[src/rtl/mips_pipe_pkg.sv]
// Shared widths, control-bit positions and payload sizing for the MIPS pipeline registers.
package mips_pipe_pkg;

    localparam int DATA_W_DEF = 32;
    localparam int REG_W_DEF  = 5;
    localparam int WB_W_DEF   = 2;
    localparam int M_W_DEF    = 3;

    localparam int WB_REG_WRITE  = 1;
    localparam int WB_MEM_TO_REG = 0;

    localparam int M_BRANCH    = 2;
    localparam int M_MEM_READ  = 1;
    localparam int M_MEM_WRITE = 0;

    // Branch target, ALU result and store data are DATA_W each; plus the zero flag.
    function automatic int pay_w(input int data_w, input int reg_w,
                                 input int wb_w, input int m_w);
        return wb_w + m_w + 3 * data_w + 1 + reg_w;
    endfunction

endpackage

[src/rtl/ex_mem_pipe_reg_skid.sv]
// Generic two-entry valid/ready skid buffer with flush; main entry drives the outputs.
// Latency 1 cycle; in_ready is registered and drops only once the skid entry is occupied.
module skid_buffer #(
    parameter int W = 8
) (
    input  logic         clk,
    input  logic         rst,
    input  logic         flush_i,
    input  logic         in_vld_i,
    output logic         in_rdy_o,
    input  logic [W-1:0] in_dat_i,
    output logic         out_vld_o,
    input  logic         out_rdy_i,
    output logic [W-1:0] out_dat_o
);

    logic         m_vld_q, m_vld_d;
    logic [W-1:0] m_dat_q, m_dat_d;
    logic         s_vld_q, s_vld_d;
    logic [W-1:0] s_dat_q, s_dat_d;
    logic         rdy_q, rdy_d;
    logic         accept;
    logic         drain;

    assign accept = in_vld_i & rdy_q;
    assign drain  = m_vld_q & out_rdy_i;

    always_comb begin
        m_vld_d = m_vld_q;
        m_dat_d = m_dat_q;
        s_vld_d = s_vld_q;
        s_dat_d = s_dat_q;
        if (flush_i) begin
            // A beat accepted this cycle is dropped along with the held ones.
            m_vld_d = 1'b0;
            s_vld_d = 1'b0;
        end else if (!m_vld_q || drain) begin
            if (s_vld_q) begin
                m_vld_d = 1'b1;
                m_dat_d = s_dat_q;
                s_vld_d = 1'b0;
            end else if (accept) begin
                m_vld_d = 1'b1;
                m_dat_d = in_dat_i;
            end else begin
                m_vld_d = 1'b0;
            end
        end else if (accept) begin
            s_vld_d = 1'b1;
            s_dat_d = in_dat_i;
        end
        rdy_d = !s_vld_d;
    end

    always_ff @(posedge clk) begin
        if (rst) begin
            m_vld_q <= 1'b0;
            m_dat_q <= '0;
            s_vld_q <= 1'b0;
            s_dat_q <= '0;
            rdy_q   <= 1'b1;
        end else begin
            m_vld_q <= m_vld_d;
            m_dat_q <= m_dat_d;
            s_vld_q <= s_vld_d;
            s_dat_q <= s_dat_d;
            rdy_q   <= rdy_d;
        end
    end

    assign in_rdy_o  = rdy_q;
    assign out_vld_o = m_vld_q;
    assign out_dat_o = m_dat_q;

endmodule

[src/rtl/ex_mem_pipe_reg.sv]
// EX/MEM pipeline register: packs EX results into a skid buffer, masks WB/M control on bubbles.
// Latency 1 cycle; out_ready low stalls, one extra beat is absorbed before in_ready drops.
module ex_mem_pipe_reg
    import mips_pipe_pkg::*;
#(
    parameter int DATA_W = DATA_W_DEF,
    parameter int REG_W  = REG_W_DEF,
    parameter int WB_W   = WB_W_DEF,
    parameter int M_W    = M_W_DEF
) (
    input  logic              clk,
    input  logic              rst,
    input  logic              flush,
    input  logic              in_valid,
    output logic              in_ready,
    input  logic [WB_W-1:0]   ctlwb_in,
    input  logic [M_W-1:0]    ctlm_in,
    input  logic [DATA_W-1:0] branch_tgt_in,
    input  logic              alu_zero_in,
    input  logic [DATA_W-1:0] alu_result_in,
    input  logic [DATA_W-1:0] store_data_in,
    input  logic [REG_W-1:0]  dest_reg_in,
    output logic              out_valid,
    input  logic              out_ready,
    output logic [WB_W-1:0]   ctlwb_out,
    output logic [M_W-1:0]    ctlm_out,
    output logic [DATA_W-1:0] branch_tgt_out,
    output logic              alu_zero_out,
    output logic [DATA_W-1:0] alu_result_out,
    output logic [DATA_W-1:0] store_data_out,
    output logic [REG_W-1:0]  dest_reg_out
);

    localparam int PAY_W = pay_w(DATA_W, REG_W, WB_W, M_W);

    typedef struct packed {
        logic [WB_W-1:0]   wb;
        logic [M_W-1:0]    m;
        logic [DATA_W-1:0] branch_tgt;
        logic              alu_zero;
        logic [DATA_W-1:0] alu_result;
        logic [DATA_W-1:0] store_data;
        logic [REG_W-1:0]  dest_reg;
    } pay_t;

    pay_t pay_in;
    pay_t pay_out;

    assign pay_in = '{wb: ctlwb_in, m: ctlm_in, branch_tgt: branch_tgt_in,
                      alu_zero: alu_zero_in, alu_result: alu_result_in,
                      store_data: store_data_in, dest_reg: dest_reg_in};

    skid_buffer #(.W(PAY_W)) u_skid (
        .clk       (clk),
        .rst       (rst),
        .flush_i   (flush),
        .in_vld_i  (in_valid),
        .in_rdy_o  (in_ready),
        .in_dat_i  (pay_in),
        .out_vld_o (out_valid),
        .out_rdy_i (out_ready),
        .out_dat_o (pay_out)
    );

    // Zeroed control turns a bubble into a no-op for MEM and WB; data is left as-is.
    assign ctlwb_out      = out_valid ? pay_out.wb : '0;
    assign ctlm_out       = out_valid ? pay_out.m  : '0;
    assign branch_tgt_out = pay_out.branch_tgt;
    assign alu_zero_out   = pay_out.alu_zero;
    assign alu_result_out = pay_out.alu_result;
    assign store_data_out = pay_out.store_data;
    assign dest_reg_out   = pay_out.dest_reg;

endmodule

[config.mk]
export PLATFORM = sky130hd
export DESIGN_NAME = ex_mem_pipe_reg
export DESIGN_NICKNAME = d
export VERILOG_FILES = /design/src/rtl/mips_pipe_pkg.sv /design/src/rtl/ex_mem_pipe_reg_skid.sv /design/src/rtl/ex_mem_pipe_reg.sv
export SDC_FILE = /design/constraint.sdc
export NUM_CORES = 1
export LEC_CHECK = 0
export CAP_MARGIN = 20
export CORE_UTILIZATION = 30
export CTS_CLUSTER_DIAMETER = 120
export DETAILED_ROUTE_END_ITERATION = 16
export HOLD_SLACK_MARGIN = 0.05
export REMOVE_ABC_BUFFERS = 1
export SYNTH_ARGS = -nofsm -noshare
export SYNTH_HDL_FRONTEND = slang
export SYNTH_SLANG_ARGS = --single-unit
[constraint.sdc]
create_clock -name clk -period 1.59 [get_ports clk]
set_input_delay 0.159 -clock clk [delete_from_list [all_inputs] [get_ports clk]]
set_output_delay 0.159 -clock clk [all_outputs]
set_load 0.02 [all_outputs]
==> qor.yml <==
min_path:
  whs_path_depth: 3
  min_from: "alu_result_in[15]"
  hp-class: "primary input to flip-flop"
  min_to: "u_skid.s_dat_q[52]"
place:
  postPlaceCellArea_sq_um: 13590
  dp_cells: 1721
  post-dp-hpwl_microns: 19170
  port_buffers: 220
  place.gp.congestion: 0.7333
worst_setup_path:
  rrSetupSlack_ps: 70
  required_ps: 2030
  cp_max_fo: 28
  endpoint_kind: "flip-flop"
  r2r_cells: 4
  worstSetupPathType: "flip-flop to flip-flop"
  timing.rr.start: "u_skid.s_vld_q"
  worst_ep_arrival_time_ps: 1970
  r2r-end: "u_skid.out_dat_o[44]"
  start_kind: "flip-flop"
cts:
  clk_path_buf_depth: 3
  cts_buffers: 27
  cts_root_buffer: "clkbuf_16"
  cts_tree: "built"
  clkSlewWorstSetupHoldPaths_ps: 60
  clk_latency_ps: 550
  clock_sinks: 217
  cts-htree-levels: 1
finish:
  multiInputGateArea_sq_um: 5564
  fin_area_sq_um: 14640
  nNetsFinal: 1399
  drive_above_1_share_pct: 21.71
  fillers: 3632
  seq_area_sq_um: 4350
  final_cells: 1778
  area_growth_syn_to_layout_pct: 29.63
timing:
  hold_viol: 0
  final.period_utilization_pct: 95.71
  tightest_slew_ps: 384.2
  holdWs_ps: 208.3
  rsz0062_at_grt: "yes"
  slew_headroom_pct: 74.15
  fin_skew_ps: 10.10
  setup_violations: 0
  finalCriticalPeriod_ps: 1522
  fmax_mhz: 657.1
  slew_violations: 0
global_routing:
  first_global_vias: 8704
  grt_max_degree: 96
  gr-usage-all-layers_pct: 15.28
  grt_pass1_wl_microns: 47340
  gr-total-overflow: 0
  antenna_found_initial: 1
status:
  outcome: "finished, final reports clean"
drt:
  vias: 8481
  post-route-drc-count: 0
  wl_per_cell_microns: 16.87
  first_pass_iters: 4
  antenna_left: 0
  post_drt_via_cell_ratio: 4.770
  drt-total-wl_microns: 30000
  drt-initial-drc-count: 367
floorplanning:
  die_h_microns: 196.0
  core_sq_um: 36790
  dieArea_sq_um: 38430
  die_w_microns: 196.0
  io_pins: 221
  start_util_pct: 30.70
  rows: 70
synthesis:
  synth_ff_type: "dfxtp_1"
  yosysMostFrequentCell: "dfxtp_1"
  synth_edf_count: 0
  async_reset_ff_share_pct: 0
  synth_top_area_share_pct: 38.46
  syn_inst: 1189
  synth_top_area_cell: "dfxtp_1"
  synthTopCellsByArea: "dfxtp_1, nand2b_1, mux2_2"
  ys_ff_latch: 217
  ys_top_cells_by_count: "dfxtp_1, nand2b_1"
  syn_avg_cell_area_sq_um: 9.499
  ys_types: 20
  ys_seq_area_share_pct: 38.46
  synth_warnings: 0
  synthesis.area_sq_um: 11290
power_and_ir_drop:
  finalPower_mw: 14.02
  peakVddDrop_uv: 785.1
  leakage_nw: 5.325
  p_per_area_nw_per_um2: 957.9
run:
  max_cap_viol_count: 0
==> per-layer routing <==
layer	share of wire (%)	GRT usage [%]	up-vias	wire (microns)
met4	2.3	5.237	0	698
met5	0	0	-	0
met3	5.8	3.679	43	1741
met2	45	24.13	181	13570
li1	-	-	4175	-
met1	47	20.29	4082	14000
==> per-stage QoR <==
| stage | setup slack [ps] | setup TNS (ps) | util (%) |
|---|---|---|---|
| 3_5_place_dp | -285.6 | -41060 | 36.93 |
| 3_3_place_gp | -266.0 | -38140 | 36.93 |
| 4_1_cts | 0.4745 | 0 | 39.16 |
| 2_1_floorplan | -10200 | -1882460 | - |
| 6_report | 68.25 | 0 | 39.80 |
| 5_1_grt | -35.72 | -69.31 | 39.80 |
==> sequential cells by signal, indices dropped and copies added, names as in the netlist <==
name              count
u_skid.out_vld_o      1
u_skid.out_dat_o    107
u_skid.s_dat_q      107
u_skid.in_rdy_o       1
u_skid.s_vld_q        1
==> report_power, final <==
part / leakage, nW / switching [mW] / internal (mW)
Sequential: 1.77 / 0.118 / 5.65
Clock: 0.442 / 2.53 / 3.78
Combinational: 3.11 / 1.00 / 0.947
Total: 5.32 / 3.65 / 10.4
==> kinds of logic (layout without fill, tap and decap cells) <==
| kind of cell | Yosys count | after routing | synth area share (%) |
|---|---|---|---|
| AOI/OAI and AO/OA | 109 | 109 | 8.552 |
| buffers and inverters | 317 | 436 | 14.47 |
| DFF | 217 | 217 | 38.46 |
| muxes | 214 | 214 | 20.15 |
| other | 0 | 2 | 0 |
| and+or+nand+nor | 332 | 332 | 18.37 |
==> worst max path at each step <==
stage | from | to | depth (start not counted)
finish | u_skid.s_vld_q | u_skid.out_dat_o[44] | 4
global route | u_skid.s_vld_q | u_skid.out_dat_o[2] | 5
CTS | u_skid.s_vld_q | u_skid.out_dat_o[69] | 4
detailed placement | out_ready | u_skid.out_dat_o[72] | 7
global placement | out_ready | u_skid.out_dat_o[72] | 7
floorplan | u_skid.out_vld_o | u_skid.s_dat_q[0] | 3
==> cells in the final DEF, fill, tap and decap left out, types with 2 or more instances in the layout <==
cell             count
nand2b_1           215
dfxtp_1            214
clkdlybuf4s50_1    109
mux2i_1            107
inv_1              107
mux2_2             107
dlygate4sd2_1      104
nor4_1              77
a211oi_1            77
a211oi_2            31
buf_4               29
clkbuf_16           28
nor4_2              27
buf_12              24
clkbuf_8             8
and2_1               5
clkbuf_1             5
clkinv_2             4
buf_2                4
nor4_4               3
clkinvlp_4           3
buf_6                3
diode_2              2
bufinv_16            2
dlygate4sd3_1        2
dfxtp_2              2
==> area by class of cell <==
cell class              count  area share [%]
inverters                 108           2.769
well taps                 468           3.999
repair buffers            278           19.26
clock buffers              39           5.401
diodes                      2         0.03418
multi-input cells         655           38.00
clock inverters            11          0.8204
flip-flops and latches    217           29.71
==> timing repair <==
item,CTS,global route
setup endpoints to repair,116,93
hold buffers,2,0
endpoints found under the hold margin,12,0
pin swaps,0,0
buffers inserted,0,2
gates cloned,0,1
gates resized for setup,134,35
==> worst max-delay path, stage by stage, from the launching register on <==
cell and delay (ps):
dfxtp_4 450, a21oi_4 60, or3_4 410, buf_12 210
a211oi_1 280
Power figures use the tool's default switching activity.
